[src/rtl/spawn_pkg.sv]
// Shared types and helpers for the falling-block spawner: FSM encodings,
// pattern entry layout and column-to-X conversion.
package spawn_pkg;

  typedef enum logic [1:0] {
    IDLE       = 2'd0,
    WAIT       = 2'd1,
    RELEASE    = 2'd2,
    DRAIN_DONE = 2'd3
  } spawn_state_t;

  // DRAIN and DONE share one external code; level_done tells them apart
  typedef enum logic [2:0] {
    FSM_IDLE    = 3'd0,
    FSM_WAIT    = 3'd1,
    FSM_RELEASE = 3'd2,
    FSM_DRAIN   = 3'd3,
    FSM_DONE    = 3'd4
  } fsm_state_t;

  typedef struct packed {
    logic [7:0] gap;
    logic [2:0] col;
  } spawn_entry_t;

  localparam logic [9:0] X_BASE_DEF    = 10'd80;
  localparam logic [9:0] COL_PITCH_DEF = 10'd80;
  localparam logic [2:0] MAX_COL       = 3'd5;

  function automatic logic [9:0] col_to_x(input logic [2:0] col,
                                          input logic [9:0] base,
                                          input logic [9:0] pitch);
    logic [2:0] c;
    if (col > MAX_COL) c = MAX_COL;
    else               c = col;
    return base + ({7'd0, c} * pitch);
  endfunction

  function automatic spawn_state_t to_spawn_state(input fsm_state_t s);
    case (s)
      FSM_IDLE:    return IDLE;
      FSM_WAIT:    return WAIT;
      FSM_RELEASE: return RELEASE;
      FSM_DRAIN:   return DRAIN_DONE;
      FSM_DONE:    return DRAIN_DONE;
      default:     return IDLE;
    endcase
  endfunction

endpackage

[src/rtl/block_spawner_if.sv]
// Control/status bundle between the spawner and the block instances.
interface block_spawner_if #(parameter int NUM_SLOTS = 4);
  import spawn_pkg::*;

  logic                      start;
  logic                      restart;
  logic [NUM_SLOTS-1:0]      slot_end;
  logic [NUM_SLOTS-1:0]      slot_hit;
  logic [NUM_SLOTS-1:0]      block_ready;
  logic [NUM_SLOTS-1:0][9:0] block_x_center;
  logic                      level_done;
  logic                      level_truncated;
  logic [4:0]                blocks_released;
  spawn_state_t              spawn_state;

  modport master (
    output start, restart, slot_end, slot_hit,
    input  block_ready, block_x_center, level_done, level_truncated,
           blocks_released, spawn_state
  );

  modport slave (
    input  start, restart, slot_end, slot_hit,
    output block_ready, block_x_center, level_done, level_truncated,
           blocks_released, spawn_state
  );

endinterface

[src/rtl/spawn_pattern_rom.sv]
// Level pattern table: idx -> {gap frames, column}. Swap this file per level.
module spawn_pattern_rom
  import spawn_pkg::*;
(
  input  logic [4:0]   idx,
  output spawn_entry_t entry
);

  // Level 1 pattern lookup
  always_comb begin
    entry = '{gap: 8'd1, col: 3'd0};
    case (idx)
      5'd0:    entry = '{gap: 8'd3, col: 3'd2};
      5'd1:    entry = '{gap: 8'd6, col: 3'd0};
      5'd2:    entry = '{gap: 8'd0, col: 3'd5};
      5'd3:    entry = '{gap: 8'd2, col: 3'd7};
      5'd4:    entry = '{gap: 8'd1, col: 3'd1};
      5'd5:    entry = '{gap: 8'd1, col: 3'd3};
      5'd6:    entry = '{gap: 8'd2, col: 3'd4};
      5'd7:    entry = '{gap: 8'd1, col: 3'd6};
      5'd8:    entry = '{gap: 8'd1, col: 3'd0};
      5'd9:    entry = '{gap: 8'd1, col: 3'd1};
      5'd10:   entry = '{gap: 8'd1, col: 3'd2};
      5'd11:   entry = '{gap: 8'd1, col: 3'd3};
      5'd12:   entry = '{gap: 8'd1, col: 3'd4};
      5'd13:   entry = '{gap: 8'd1, col: 3'd5};
      5'd14:   entry = '{gap: 8'd1, col: 3'd0};
      5'd15:   entry = '{gap: 8'd1, col: 3'd1};
      default: entry = '{gap: 8'd1, col: 3'd0};
    endcase
  end

endmodule

[src/rtl/block_spawner.sv]
// Walks the level pattern once per frame, hands each entry to the lowest free
// block slot and tracks per-slot busy/retired status until the level ends.
module block_spawner
  import spawn_pkg::*;
#(
  parameter int         NUM_SLOTS   = 4,
  parameter int         PATTERN_LEN = 16,
  parameter logic [9:0] X_BASE      = X_BASE_DEF,
  parameter logic [9:0] COL_PITCH   = COL_PITCH_DEF
) (
  input logic           frame_clk,
  input logic           Reset,
  block_spawner_if.slave bus
);

  localparam int         SEL_W    = (NUM_SLOTS > 1) ? $clog2(NUM_SLOTS) : 1;
  localparam logic [4:0] PAT_LAST = 5'(PATTERN_LEN);

  fsm_state_t                state_r, state_nxt_s;
  logic [4:0]                idx_r, idx_nxt_s, next_idx_s, rom_addr_s;
  logic [7:0]                gap_cnt_r, gap_cnt_nxt_s;
  logic [2:0]                col_r, col_nxt_s;
  logic [NUM_SLOTS-1:0]      busy_r, busy_nxt_s;
  logic [NUM_SLOTS-1:0]      retired_r, retired_nxt_s;
  logic [NUM_SLOTS-1:0]      free_s;
  logic [NUM_SLOTS-1:0][9:0] x_r, x_nxt_s;
  logic                      level_done_r, level_done_nxt_s;
  logic                      trunc_r, trunc_nxt_s;
  logic [4:0]                released_r, released_nxt_s;
  logic [SEL_W-1:0]          sel_s;
  logic                      free_any_s, all_retired_s, all_idle_s;
  logic                      gap_expired_s, last_entry_s, rel_fire_s;
  logic [9:0]                rel_x_s;
  spawn_entry_t              rom_entry_s;

  // In IDLE fetch entry 0; otherwise prefetch the entry after the current one
  assign next_idx_s = idx_r + 5'd1;
  assign rom_addr_s = (state_r == FSM_IDLE) ? 5'd0 : next_idx_s;

  spawn_pattern_rom u_rom (
    .idx   (rom_addr_s),
    .entry (rom_entry_s)
  );

  assign free_s        = ~busy_r & ~retired_r;
  assign free_any_s    = |free_s;
  assign all_retired_s = &retired_r;
  assign all_idle_s    = (busy_r == {NUM_SLOTS{1'b0}});
  assign gap_expired_s = (gap_cnt_r <= 8'd1);
  assign last_entry_s  = (next_idx_s == PAT_LAST);
  assign rel_x_s       = col_to_x(col_r, X_BASE, COL_PITCH);
  assign rel_fire_s    = (state_r == FSM_RELEASE) && !all_retired_s && free_any_s;

  // Lowest-index slot that is neither busy nor retired
  always_comb begin
    sel_s = {SEL_W{1'b0}};
    for (int i = NUM_SLOTS - 1; i >= 0; i--) begin
      if (free_s[i]) sel_s = SEL_W'(i);
      else           sel_s = sel_s;
    end
  end

  // FSM state register
  always_ff @(posedge frame_clk or posedge Reset) begin
    if (Reset)            state_r <= FSM_IDLE;
    else if (bus.restart) state_r <= FSM_IDLE;
    else                  state_r <= state_nxt_s;
  end

  // FSM next-state logic
  always_comb begin
    state_nxt_s = state_r;
    case (state_r)
      FSM_IDLE: begin
        if (bus.start) state_nxt_s = FSM_WAIT;
        else           state_nxt_s = FSM_IDLE;
      end
      FSM_WAIT: begin
        if (gap_expired_s) state_nxt_s = FSM_RELEASE;
        else               state_nxt_s = FSM_WAIT;
      end
      FSM_RELEASE: begin
        if (all_retired_s)     state_nxt_s = FSM_DONE;
        else if (!free_any_s)  state_nxt_s = FSM_RELEASE;
        else if (last_entry_s) state_nxt_s = FSM_DRAIN;
        else                   state_nxt_s = FSM_WAIT;
      end
      FSM_DRAIN: begin
        if (all_idle_s) state_nxt_s = FSM_DONE;
        else            state_nxt_s = FSM_DRAIN;
      end
      FSM_DONE: state_nxt_s = FSM_DONE;
      default:  state_nxt_s = FSM_IDLE;
    endcase
  end

  // FSM output logic: next values for slot flags, counters and X centres
  always_comb begin
    idx_nxt_s        = idx_r;
    gap_cnt_nxt_s    = gap_cnt_r;
    col_nxt_s        = col_r;
    busy_nxt_s       = busy_r;
    retired_nxt_s    = retired_r;
    x_nxt_s          = x_r;
    released_nxt_s   = released_r;
    level_done_nxt_s = level_done_r;
    trunc_nxt_s      = trunc_r;

    // A hit parks the block at Y=0 so the slot is reusable; end alone retires it
    if (state_r != FSM_IDLE) begin
      for (int i = 0; i < NUM_SLOTS; i++) begin
        if (busy_r[i] && bus.slot_hit[i]) begin
          busy_nxt_s[i] = 1'b0;
        end else if (busy_r[i] && bus.slot_end[i]) begin
          busy_nxt_s[i]    = 1'b0;
          retired_nxt_s[i] = 1'b1;
        end else begin
          busy_nxt_s[i] = busy_r[i];
        end
      end
    end else begin
      busy_nxt_s = busy_r;
    end

    case (state_r)
      FSM_IDLE: begin
        if (bus.start) begin
          gap_cnt_nxt_s = rom_entry_s.gap;
          col_nxt_s     = rom_entry_s.col;
        end else begin
          gap_cnt_nxt_s = gap_cnt_r;
        end
      end
      FSM_WAIT: begin
        if (gap_cnt_r != 8'd0) gap_cnt_nxt_s = gap_cnt_r - 8'd1;
        else                   gap_cnt_nxt_s = 8'd0;
      end
      FSM_RELEASE: begin
        if (rel_fire_s) begin
          busy_nxt_s[sel_s] = 1'b1;
          x_nxt_s[sel_s]    = rel_x_s;
          released_nxt_s    = released_r + 5'd1;
          idx_nxt_s         = next_idx_s;
          gap_cnt_nxt_s     = rom_entry_s.gap;
          col_nxt_s         = rom_entry_s.col;
        end else if (all_retired_s) begin
          level_done_nxt_s = 1'b1;
          trunc_nxt_s      = 1'b1;
        end else begin
          idx_nxt_s = idx_r;
        end
      end
      FSM_DRAIN: begin
        if (all_idle_s) level_done_nxt_s = 1'b1;
        else            level_done_nxt_s = 1'b0;
      end
      FSM_DONE: level_done_nxt_s = 1'b1;
      default:  level_done_nxt_s = level_done_r;
    endcase
  end

  // Datapath registers; restart behaves exactly like Reset on the next edge
  always_ff @(posedge frame_clk or posedge Reset) begin
    if (Reset) begin
      idx_r        <= 5'd0;
      gap_cnt_r    <= 8'd0;
      col_r        <= 3'd0;
      busy_r       <= {NUM_SLOTS{1'b0}};
      retired_r    <= {NUM_SLOTS{1'b0}};
      x_r          <= {NUM_SLOTS{X_BASE}};
      released_r   <= 5'd0;
      level_done_r <= 1'b0;
      trunc_r      <= 1'b0;
    end else if (bus.restart) begin
      idx_r        <= 5'd0;
      gap_cnt_r    <= 8'd0;
      col_r        <= 3'd0;
      busy_r       <= {NUM_SLOTS{1'b0}};
      retired_r    <= {NUM_SLOTS{1'b0}};
      x_r          <= {NUM_SLOTS{X_BASE}};
      released_r   <= 5'd0;
      level_done_r <= 1'b0;
      trunc_r      <= 1'b0;
    end else begin
      idx_r        <= idx_nxt_s;
      gap_cnt_r    <= gap_cnt_nxt_s;
      col_r        <= col_nxt_s;
      busy_r       <= busy_nxt_s;
      retired_r    <= retired_nxt_s;
      x_r          <= x_nxt_s;
      released_r   <= released_nxt_s;
      level_done_r <= level_done_nxt_s;
      trunc_r      <= trunc_nxt_s;
    end
  end

  assign bus.block_ready     = busy_r;
  assign bus.block_x_center  = x_r;
  assign bus.level_done      = level_done_r;
  assign bus.level_truncated = trunc_r;
  assign bus.blocks_released = released_r;
  assign bus.spawn_state     = to_spawn_state(state_r);

endmodule

[src/flat_wrapper.sv]
// flat-port wrapper written by rule: the top's interface ports become plain ports
module block_spawner_flat import spawn_pkg::*;
#(
  parameter int         NUM_SLOTS   = 4,
  parameter int         PATTERN_LEN = 16,
  parameter logic [9:0] X_BASE      = X_BASE_DEF,
  parameter logic [9:0] COL_PITCH   = COL_PITCH_DEF
)
  (frame_clk, Reset, bus_start, bus_restart, bus_slot_end, bus_slot_hit, bus_block_ready, bus_block_x_center, bus_level_done, bus_level_truncated, bus_blocks_released, bus_spawn_state);
  block_spawner_if #(.NUM_SLOTS(NUM_SLOTS)) bus_i ();
  input logic frame_clk;
  input logic Reset;
  input wire logic [$bits(bus_i.start)-1:0] bus_start;
  input wire logic [$bits(bus_i.restart)-1:0] bus_restart;
  input wire logic [$bits(bus_i.slot_end)-1:0] bus_slot_end;
  input wire logic [$bits(bus_i.slot_hit)-1:0] bus_slot_hit;
  output wire logic [$bits(bus_i.block_ready)-1:0] bus_block_ready;
  output wire logic [$bits(bus_i.block_x_center)-1:0] bus_block_x_center;
  output wire logic [$bits(bus_i.level_done)-1:0] bus_level_done;
  output wire logic [$bits(bus_i.level_truncated)-1:0] bus_level_truncated;
  output wire logic [$bits(bus_i.blocks_released)-1:0] bus_blocks_released;
  output wire logic [$bits(bus_i.spawn_state)-1:0] bus_spawn_state;
  assign bus_i.start = bus_start;
  assign bus_i.restart = bus_restart;
  assign bus_i.slot_end = bus_slot_end;
  assign bus_i.slot_hit = bus_slot_hit;
  assign bus_block_ready = bus_i.block_ready;
  assign bus_block_x_center = bus_i.block_x_center;
  assign bus_level_done = bus_i.level_done;
  assign bus_level_truncated = bus_i.level_truncated;
  assign bus_blocks_released = bus_i.blocks_released;
  assign bus_spawn_state = bus_i.spawn_state;
  block_spawner #(.NUM_SLOTS(NUM_SLOTS), .PATTERN_LEN(PATTERN_LEN), .X_BASE(X_BASE), .COL_PITCH(COL_PITCH)) u_core (.frame_clk(frame_clk), .Reset(Reset), .bus(bus_i));
endmodule
[config.mk]
export PLATFORM = sky130hd
export DESIGN_NAME = block_spawner_flat
export DESIGN_NICKNAME = d
export VERILOG_FILES = /design/src/rtl/spawn_pkg.sv /design/src/rtl/block_spawner_if.sv /design/src/rtl/spawn_pattern_rom.sv /design/src/rtl/block_spawner.sv /design/src/flat_wrapper.sv
export SDC_FILE = /design/constraint.sdc
export NUM_CORES = 1
export LEC_CHECK = 0
export BUFFER_PORTS_ARGS = -buffer_cell sky130_fd_sc_hd__buf_2
export CORE_MARGIN = 10
export CORE_UTILIZATION = 50
export CTS_CLUSTER_SIZE = 10
export DETAILED_ROUTE_END_ITERATION = 10
export GPL_TIMING_DRIVEN = 0
export PLACE_DENSITY_LB_ADDON = 0.05
export SLEW_MARGIN = 15
export SYNTH_ARGS = -nofsm -noshare
export SYNTH_HDL_FRONTEND = slang
export SYNTH_SLANG_ARGS = --single-unit
[constraint.sdc]
create_clock -name frame_clk -period 1.9 [get_ports frame_clk]
set_input_delay 0.19 -clock frame_clk [delete_from_list [all_inputs] [get_ports frame_clk]]
set_output_delay 0.19 -clock frame_clk [all_outputs]
set_load 0.03 [all_outputs]
=== Word level (Yosys, flattened, before mapping) ===
Memory sizes are Yosys's and may differ from the RTL's.
Cells that the tools add are included.

* Bits of input ports: 12
* Flip-flop bits (word level): 74
* Memory bits (read-only): 96
* Memories kept: 1

{| class="wikitable"
|+ Memories
! name !! words !! width !! rd ports !! clocked after memory_dff !! wr ports !! line !! source
|-
| (name not given) || 16 || 6 || 1 || 0 || 0 || spawn_pattern_rom.sv:12 || <nowiki>case (idx)</nowiki>
|}

* $lt $le $gt $ge: 4
* Reduce and logical (&&, ||, !) cells: 39
* Bitwise gates (word level): 4
* Multiplexer cells: 68
* $add $sub $neg: 4
* Multiply operators: 1
* Eq/ne operators: 14

{| class="wikitable"
|+ Operator list
! cell !! count
|-
| 40-bit two-way mux || 3
|-
| 40-bit bitwise mux || 1
|-
| 5-bit two-way mux || 7
|-
| 8-bit two-way mux || 4
|-
| 1-bit two-way mux || 24
|-
| 3-bit two-way mux || 8
|-
| 4-bit two-way mux || 6
|-
| 8-bit case mux with 3 select lines || 1
|-
| 3-bit AND reduction || 8
|-
| 10-bit demux with 2-bit select || 1
|-
| 2-bit nonzero test || 8
|-
| 3-bit case mux with 5 select lines || 1
|-
| 2-bit two-way mux || 6
|-
| 1-bit logical AND || 11
|-
| 11-bit two-way mux || 1
|-
| 5-bit by 1-bit adder with 5-bit output (second input constant) || 2
|-
| 7-bit by 10-bit adder with 10-bit output (first input constant) || 1
|-
| 10-bit two-way mux || 1
|-
| 2-bit inequality test (second input constant) || 5
|-
| 8-bit by 1-bit less-or-equal comparator with 1-bit output (second input constant) || 1
|-
| 4-bit inverter || 2
|-
| 4-bit nonzero test || 2
|-
| 8-bit nonzero test || 1
|-
| 8-bit by 1-bit subtractor with 8-bit output (second input constant) || 1
|-
| 24 further kinds || 28
|}

=== Depth between registers and ports, before layout ===
Gate-level depths: netlist of run 1.

* Depth after elaboration: 14
* Mapped depth: 11
* Mapped depth without buffers: 10

=== Hierarchy ===
Synthesis of run 1 repeated with hierarchy kept, for this count alone.

* Cells, all modules: 378
* Area, all modules: 3,378.2 um^2

{| class="wikitable"
|+ Modules (own cells, without submodules)
! module !! sequential area each (um^2) !! cells each !! area each (um^2) !! instances
|-
| block_spawner || 1,461.4 || 350 || 3,159.3 || 1
|-
| spawn_pattern_rom || 0.0 || 28 || 219.0 || 1
|}

=== Worst setup path after synthesis of run 1 ===
No wires, ideal clock.

* Path type: reg-to-reg
* Start: register u_core.idx_r[0]
* End: register u_core.col_r[0]
* Path buffers: 1
* Required time: 1.764 ns
* Cell stages (with the launch flop): 11
* Data arrival time: 1.943 ns
* Period minus slack after synthesis: 2.078 ns
* Setup time: 0.136 ns
* Setup slack: -0.178 ns
* Cell sequence: dfrtp_1 > ha_1 > clkbuf_1 > xor2_1 > nand2_1 > inv_1 > ha_1 > o22ai_1 > a22o_1 > a211oi_1 > nor3_1

* Cells in the longest elaborated chain, start to end: 7
* Elaborated cells on any way between the ends: 8
* Those cells by class: 1 x add/sub; 6 x mux; 1 x memory

{| class="wikitable"
|+ RTL lines
! what !! line !! source
|-
| start, declared || block_spawner.sv:20 || <nowiki>logic [4:0] idx_r, idx_nxt_s, next_idx_s, rom_addr_s;</nowiki>
|-
| start signal, assigned || block_spawner.sv:185 || <nowiki>idx_r <= idx_nxt_s;</nowiki>
|-
| 5-bit by 1-bit adder with 5-bit output (*) || block_spawner.sv:37 || <nowiki>assign next_idx_s = idx_r + 5'd1;</nowiki>
|-
| 5-bit two-way mux (*) || block_spawner.sv:38 || <nowiki>assign rom_addr_s = (state_r == FSM_IDLE) ? 5'd0 : next_idx_s;</nowiki>
|-
| memory read 16 x 6 bit || - ||
|-
| 11-bit two-way mux (*) || spawn_pattern_rom.sv:12 ||
|-
| 3-bit two-way mux, on equally long branches || block_spawner.sv:139, block_spawner.sv:127 ||
|-
| 3-bit case mux with 2 select lines (*) || block_spawner.sv:125 || <nowiki>case (state_r)</nowiki>
|-
| 3-bit two-way mux (*) || block_spawner.sv:174 || <nowiki>end else if (bus.restart) begin</nowiki>
|-
| end signal, assigned || block_spawner.sv:187 || <nowiki>col_r <= col_nxt_s;</nowiki>
|-
| end, declared || block_spawner.sv:22 || <nowiki>logic [2:0] col_r, col_nxt_s;</nowiki>
|}

Every way passes the cells marked *; elsewhere a longest branch is shown, timed or not. The select of a mux whose other input is x is not followed.
A chain may end at the register's enable or synchronous reset.

=== Worst setup path after layout of run 1 ===
* Start: register u_core.col_r[2]
* End: register u_core.x_r (netlist bit u_core.bus.block_x_center[28])

* Cells in the longest elaborated chain, start to end: 8

{| class="wikitable"
|+ RTL lines
! what !! line !! source
|-
| 3-bit > comparator || spawn_pkg.sv:34 || <nowiki>if (col > MAX_COL) c = MAX_COL;</nowiki>
|-
| 3-bit two-way mux (*) || spawn_pkg.sv:34 ||
|-
| 3-bit by 3-bit multiplier with 6-bit output (*) || spawn_pkg.sv:36 || <nowiki>return base + ({7'd0, c} * pitch);</nowiki>
|-
| 7-bit by 10-bit adder with 10-bit output (*) || spawn_pkg.sv:36 ||
|-
| 40-bit bitwise mux (*) || block_spawner.sv:141 || <nowiki>x_nxt_s[sel_s] = rel_x_s;</nowiki>
|-
| 40-bit two-way mux (*) || block_spawner.sv:139 || <nowiki>if (rel_fire_s) begin</nowiki>
|-
| 40-bit two-way mux (*) || block_spawner.sv:125 ||
|-
| 40-bit two-way mux (*) || block_spawner.sv:174 ||
|-
| end signal, assigned || block_spawner.sv:170 || <nowiki>x_r <= {NUM_SLOTS{X_BASE}};</nowiki>
|-
| end signal, assigned || block_spawner.sv:180 || <nowiki>x_r <= {NUM_SLOTS{X_BASE}};</nowiki>
|-
| end signal, assigned || block_spawner.sv:190 || <nowiki>x_r <= x_nxt_s;</nowiki>
|-
| end, declared || block_spawner.sv:26 || <nowiki>logic [NUM_SLOTS-1:0][9:0] x_r, x_nxt_s;</nowiki>
|}

Marked as above.

==> metrics.txt, run 1 <==
status finished with violations; violations in the final reports hold timing, setup timing; post-DR wirelength/cell 17.25 um; cell type with the highest occurrence count on the critical path ha_4; antenna violations before repair 0; Root Buffer Master clkbuf_8; library cell with the largest summed area after synthesis dfrtp_1; FP Rows 29; post-synthesis async set-or-reset flop share 100.0%; effective utilization at floorplan between 50% and 60%; total overflow reported by the global router 0; #FFs+latches synth a little under 60; Routability Congestion between 0.8 and 0.9; dominant register cell in the synthesized netlist dfrtp_1; Max clock buf depth 2; post-detailed-route DRC marker count 0; average cell area after synthesis 9.141 um^2; critical path's top delay family compound AO/OA/AOI/OAI gates; vertical die dimension approximately 100 um; maximum frequency from static timing analysis between 400 and 500 MHz; post-DR vias/cell between 5 and 6; Slew Limit Headroom between 50% and 60%; Post-Synthesis Cells about 360; maximum ir drop on the vdd rail ~0.84 mV; iteration-0 DRC count of the detailed router 130; register area share after synthesis ~44%; number of input and output port buffers inserted 48; area grow syn2layout 35.44%; number of flops mapped to enable cells by yosys 0; latest clock arrival within the worst-skew pair between 0.3 and 0.4 ns; remaining antenna violation count 0; minimum setup slack in the final design -0.1214 ns; post-cts hold buffer count 0; via total after detailed routing between 3k and 4k; top-level port count 65; wirelength, routed 9368 um; leading post-synthesis cells by instance count nor2_1, dfrtp_1, nand2_1, o21ai_0, buf_4; endpoint kind of the worst setup timing path register; CP Max Fanout 4; number of failing hold endpoints at the final stage between 40 and 50; core box area 6386 um^2; Die W 101.5 um; Clock Skews 0.008817 ns; via count of the first global-routing pass between 2k and 3k; Worst Path Buf+Inv 0; number of nets in the layout 487; total power density per cell area ~930 nW/um^2; post-CTS clock slew at the launch and capture registers of the worst setup and hold paths 0.07 ns; LEAKAGE around 2.2 nW; layout cell share with drive strength beyond 1 38.84%; cell area after technology mapping around 3300 um^2; maximum level of the CTS H-tree 3; final setup TNS -0.3402 ns; count of cell types in the netlist 58; setup repair after global routing missed its margin true; Worst R2R End u_core.bus.block_x_center[28]; Worst Path Required around 2.1 ns; class of the tightest hold or removal check in -> async; overall power of the completed layout ~4.2 mW; FF-to-FF path depth 8; Cell Chain, Critical Path a21o_4 -> ha_4 -> ha_4 -> nand2_4 -> a22oi_2 -> o221ai_4 -> xnor2_2 -> o31ai_1; Antenna Cells 0; TritonCTS clock tree done; number of maximum-capacitance constraint violations 0; post-detailed-placement half-perimeter wirelength 6030 um; crit path time final around 2 ns; library cell with the highest instance count after synthesis nor2_1; total count of max-transition violations in the final report 0; Syn. warnings 0; global-route wire length before repair between 10000 and 15000 um; First-pass DRT Iterations 5; path type of the worst setup path reg -> reg; CP max stage cell dfrtp_2; Final setup violation count 7; global-route total usage across every layer ~17%; Num CTS Buffers 9; arrival time worst endpoint 2.25 ns; largest net degree at the start of global routing between 50 and 60; DIE AREA around 10000 um^2; Reg2Reg Setup Slack -0.12 ns; startpoint of the lowest-slack register-to-register path u_core.col_r[2]; end-of-flow core utilization approximately 70%; transition at the pin with the smallest max-transition slack a little over 0.7 ns; type of origin of the critical path register; hold slack -0.03290 ns; proportion of netlist area held by the largest area contributor roughly 38%; fraction of the cycle the final worst path needs 106.4%; largest stage delay on the critical path 0.43 ns; top cells by area in the synthesized netlist dfrtp_1, nor2_1, dfstp_2; CTS sink count 58
## registers in the layout (all words and copies together), names as in the netlist
name	count
u_core.col_r	3
u_core.bus.block_ready	4
u_core.bus.block_x_center	24
u_core.bus.level_truncated	1
u_core.idx_r	5
u_core.bus.blocks_released	5
u_core.bus.level_done	1
u_core.retired_r	4
u_core.state_r	3
u_core.gap_cnt_r	8
## metrics by stage
step           cells  cell area, um^2  hold WS, ns  worst slack, ns
3_5_place_dp     503             3774       0.3647          -0.3000
4_1_cts          530             4258     0.005292         -0.07730
3_3_place_gp     503             3771       0.4653          -0.4944
6_report         543             4494     -0.03290          -0.1214
5_1_grt          543             4494      0.03024          -0.2003
2_1_floorplan    378             3435       0.3720         -0.03553
## routing by layer
layer	track usage (%)	vias to the layer above	routed length, um
li1	-	1448	-
met1	22.07	1481	4136
met2	26.51	110	4453
met3	4.493	14	609
met4	6.645	0	168
met5	0	-	0
## report_power, final
group | internal (mW) | switching, mW | leakage [nW]
clock | 1.04 | 0.508 | 0.134
sequential | 1.31 | 0.0791 | 0.765
combinational | 0.518 | 0.722 | 1.31
total | 2.87 | 1.31 | 2.21
## area by class of cell
class	count	area, um^2
sequential	58	1469
clock buffer	11	141.4
inverter	9	36.28
multi-input combinational	277	1973
tap	77	96.34
timing repair buffer	74	435.4
fill	501	1892
buffer	32	217.7
clock inverter	5	125.1
## worst max path at each step
stage / cells after the start / endpoint / startpoint / slack, ns
after global routing: 8 / u_core.bus.block_x_center[28] / u_core.col_r[2] / -0.20
after CTS: 8 / u_core.bus.block_x_center[28] / u_core.col_r[2] / -0.08
final: 8 / u_core.bus.block_x_center[28] / u_core.col_r[2] / -0.12
after floorplan: 8 / u_core.bus.block_x_center[28] / u_core.col_r[2] / -0.04
after detailed placement: 11 / u_core.col_r[1] / u_core.state_r[2] / -0.30
after global placement: 2 / u_core.bus.block_x_center[25] / Reset / -0.49
## cells by family after synthesis
group / count (synthesis) / synth area share [%]
simple gates: 142 / 19.83
compound gates: 77 / 15.91
flops: 58 / 44.04
buf+inv: 44 / 7.277
xor+xnor: 17 / 4.487
fa+ha+maj: 14 / 5.279
mux: 10 / 3.054
other cells: 1 / 0.1130
## cells in the final DEF (no fill, tap or decap), drive strengths merged, types with 3 or more instances in the layout
cell    synthesis  routed
mux2i           9       9
xor2           10      10
and3            3       3
xnor2           7       7
nor3           10      10
conb            1      16
ha             14      14
dfstp           8       8
nand2          33      33
nor2           59      59
nor2b           4       4
a22o            3       3
bufinv          0       4
a21oi          14      14
or4             3       4
o31ai           7       7
nand2b          3       3
o21ai          17      17
nand4           4       4
buf            25      99
nor3b           3       3
o211ai          9       9
a21o            3       3
dfrtp          50      50
nand3           9       9
or3             3       3
clkbuf         10      18
inv             8       8
## what timing repair did
| action | CTS | global route |
|---|---|---|
| resized for setup | 37 | 37 |
| cloned | 0 | 1 |
| setup endpoints to repair | 22 | 28 |
| buffers inserted | 13 | 13 |
| hold endpoints to repair | 0 | 0 |
| pin swaps | 17 | 17 |
Power figures use the tool's default switching activity.
==> run 2: changes to the inputs <==
--- a/config.mk
+++ b/config.mk
@@ -12,6 +12,7 @@
 export DETAILED_ROUTE_END_ITERATION = 10
 export GPL_TIMING_DRIVEN = 0
 export PLACE_DENSITY_LB_ADDON = 0.05
+export SKIP_CTS_REPAIR_TIMING = 1
 export SLEW_MARGIN = 15
 export SYNTH_ARGS = -nofsm -noshare
 export SYNTH_HDL_FRONTEND = slang
==> metrics.txt, run 2 (synthesized netlist as in run 1, its figures left out) <==
critical path's top delay family compound AO/OA/AOI/OAI gates; Cell Chain, Critical Path ha_4 -> xor2_2 -> nand2_2 -> inv_2 -> ha_4 -> o22ai_1 -> a22o_1 -> a211oi_2 -> nor3_1; area grow syn2layout 33.63%; Worst Path Buf+Inv 1; post-DR vias/cell approximately 5.5; Final setup violation count 7; post-detailed-route DRC marker count 0; remaining antenna violation count 0; maximum frequency from static timing analysis just under 500 MHz; total count of max-transition violations in the final report 0; Max clock buf depth 2; setup repair after global routing missed its margin true; Routability Congestion 0.8513; DIE AREA 10300 um^2; CTS sink count 58; status finished with violations; violations in the final reports hold timing, setup timing; end-of-flow core utilization between 60 and 70%; number of fill cells roughly 510; via count of the first global-routing pass 2809; fraction of the cycle the final worst path needs 106.5%; Layout Cells excl Fill approximately 540; most common cell after layout, fill and taps aside nor2_1; First-pass DRT Iterations 4; Clock Skews 0.01009 ns; class of the tightest hold or removal check in -> async; FP Rows 29; antenna violations before repair 0; LEAKAGE ~2.2 nW; CP max stage cell dfrtp_2; minimum setup slack in the final design -0.1231 ns; global-route total usage across every layer between 10% and 20%; leading cell types in the layout, fill and taps excluded nor2_1, buf_2, dfrtp_1, buf_4, nand2_1; CP Max Fanout 10; type of origin of the critical path register; number of input and output port buffers inserted 48; number of maximum-capacitance constraint violations 0; core box area roughly 6400 um^2; endpoint kind of the worst setup timing path register; transition at the pin with the smallest max-transition slack 0.7055 ns; instance area after placement approximately 3800 um^2; Antenna Cells 0; final setup TNS -0.4869 ns; global-route wire length before repair roughly 14000 um; Slew Limit Headroom about 53%; total power density per cell area 928.8 nW/um^2; Worst Path Required ~2.1 ns; final cell area excluding filler cells 4434 um^2; hold slack -0.02838 ns; maximum level of the CTS H-tree 3; latest clock arrival within the worst-skew pair ~0.34 ns; cell type with the highest occurrence count on the critical path ha_4; iteration-0 DRC count of the detailed router ~160; wirelength, routed ~8800 um; number of failing hold endpoints at the final stage 43; total overflow reported by the global router 0; number of flip-flops under the largest register name 24; instance count after placement with tap cells included 503; number of nets in the layout 482; maximum ir drop on the vdd rail 0.8471 mV; path type of the worst setup path reg -> reg; post-detailed-placement half-perimeter wirelength 6030 um; arrival time worst endpoint 2.22 ns; crit path time final 2.023 ns; layout cell share with drive strength beyond 1 approximately 36%; via total after detailed routing ~3.0k; overall power of the completed layout just over 4 mW; post-DR wirelength/cell about 16 um; post-CTS clock slew at the launch and capture registers of the worst setup and hold paths about 0.070 ns; Num CTS Buffers 9; largest stage delay on the critical path roughly 0.44 ns; Root Buffer Master clkbuf_8; TritonCTS clock tree done; effective utilization at floorplan ~52%; Die W between 100 and 150 um; largest net degree at the start of global routing 59; top-level port count 65; vertical die dimension a little over 100 um; worst setup slack after placement -0.3000 ns
run 2: cell count changes in the layout (fill, tap and decap cells not counted), sizes merged:
cell    before  now
or4          4    3
o211ai       9   10
buf         99   93
clkbuf      18   19
run 2: report_power, final:
part	total, mW	leakage, nW	internal (mW)	switching (mW)
logic	1.18	1.29	0.480	0.705
registers	1.39	0.767	1.31	0.0834
clock network	1.54	0.134	1.04	0.502
run 2: final timing paths:
path,start,to,slack [ns],cells after the start
worst max-delay path,u_core.idx_r[0],u_core.col_r[0],-0.12,9
worst min-delay path,Reset,u_core.gap_cnt_r[6],-0.03,2
worst max register to register,u_core.idx_r[0],u_core.col_r[0],-0.12,9
worst min register to register,u_core.bus.block_x_center[14],u_core.bus.block_x_center[14],0.50,2
max in group asynchronous,Reset,u_core.idx_r[0],1.41,2
min in group frame_clk,bus_slot_hit[3],u_core.retired_r[3],0.13,4
run 2: metal layers:
layer / global-route usage (%) / vias to the layer above / share of wire [%]
met2: 25.05 / 92 / 47
met3: 4.561 / 14 / 7.5
met4: 6.752 / 0 / 1.7
met5: 0 / - / 0
li1: - / 1430 / -
met1: 21.15 / 1426 / 44
run 2: cell type report:
cell class              count  area, um^2  area share (%)
clock buffers              11       141.4           3.188
plain buffers              33       222.7           5.023
well taps                  77       96.34           2.173
inverters                   9       38.79          0.8747
repair buffers             68       390.4           8.804
multi-input cells         277        1952           44.02
flip-flops and latches     58        1468           33.10
clock inverters             5       125.1           2.822
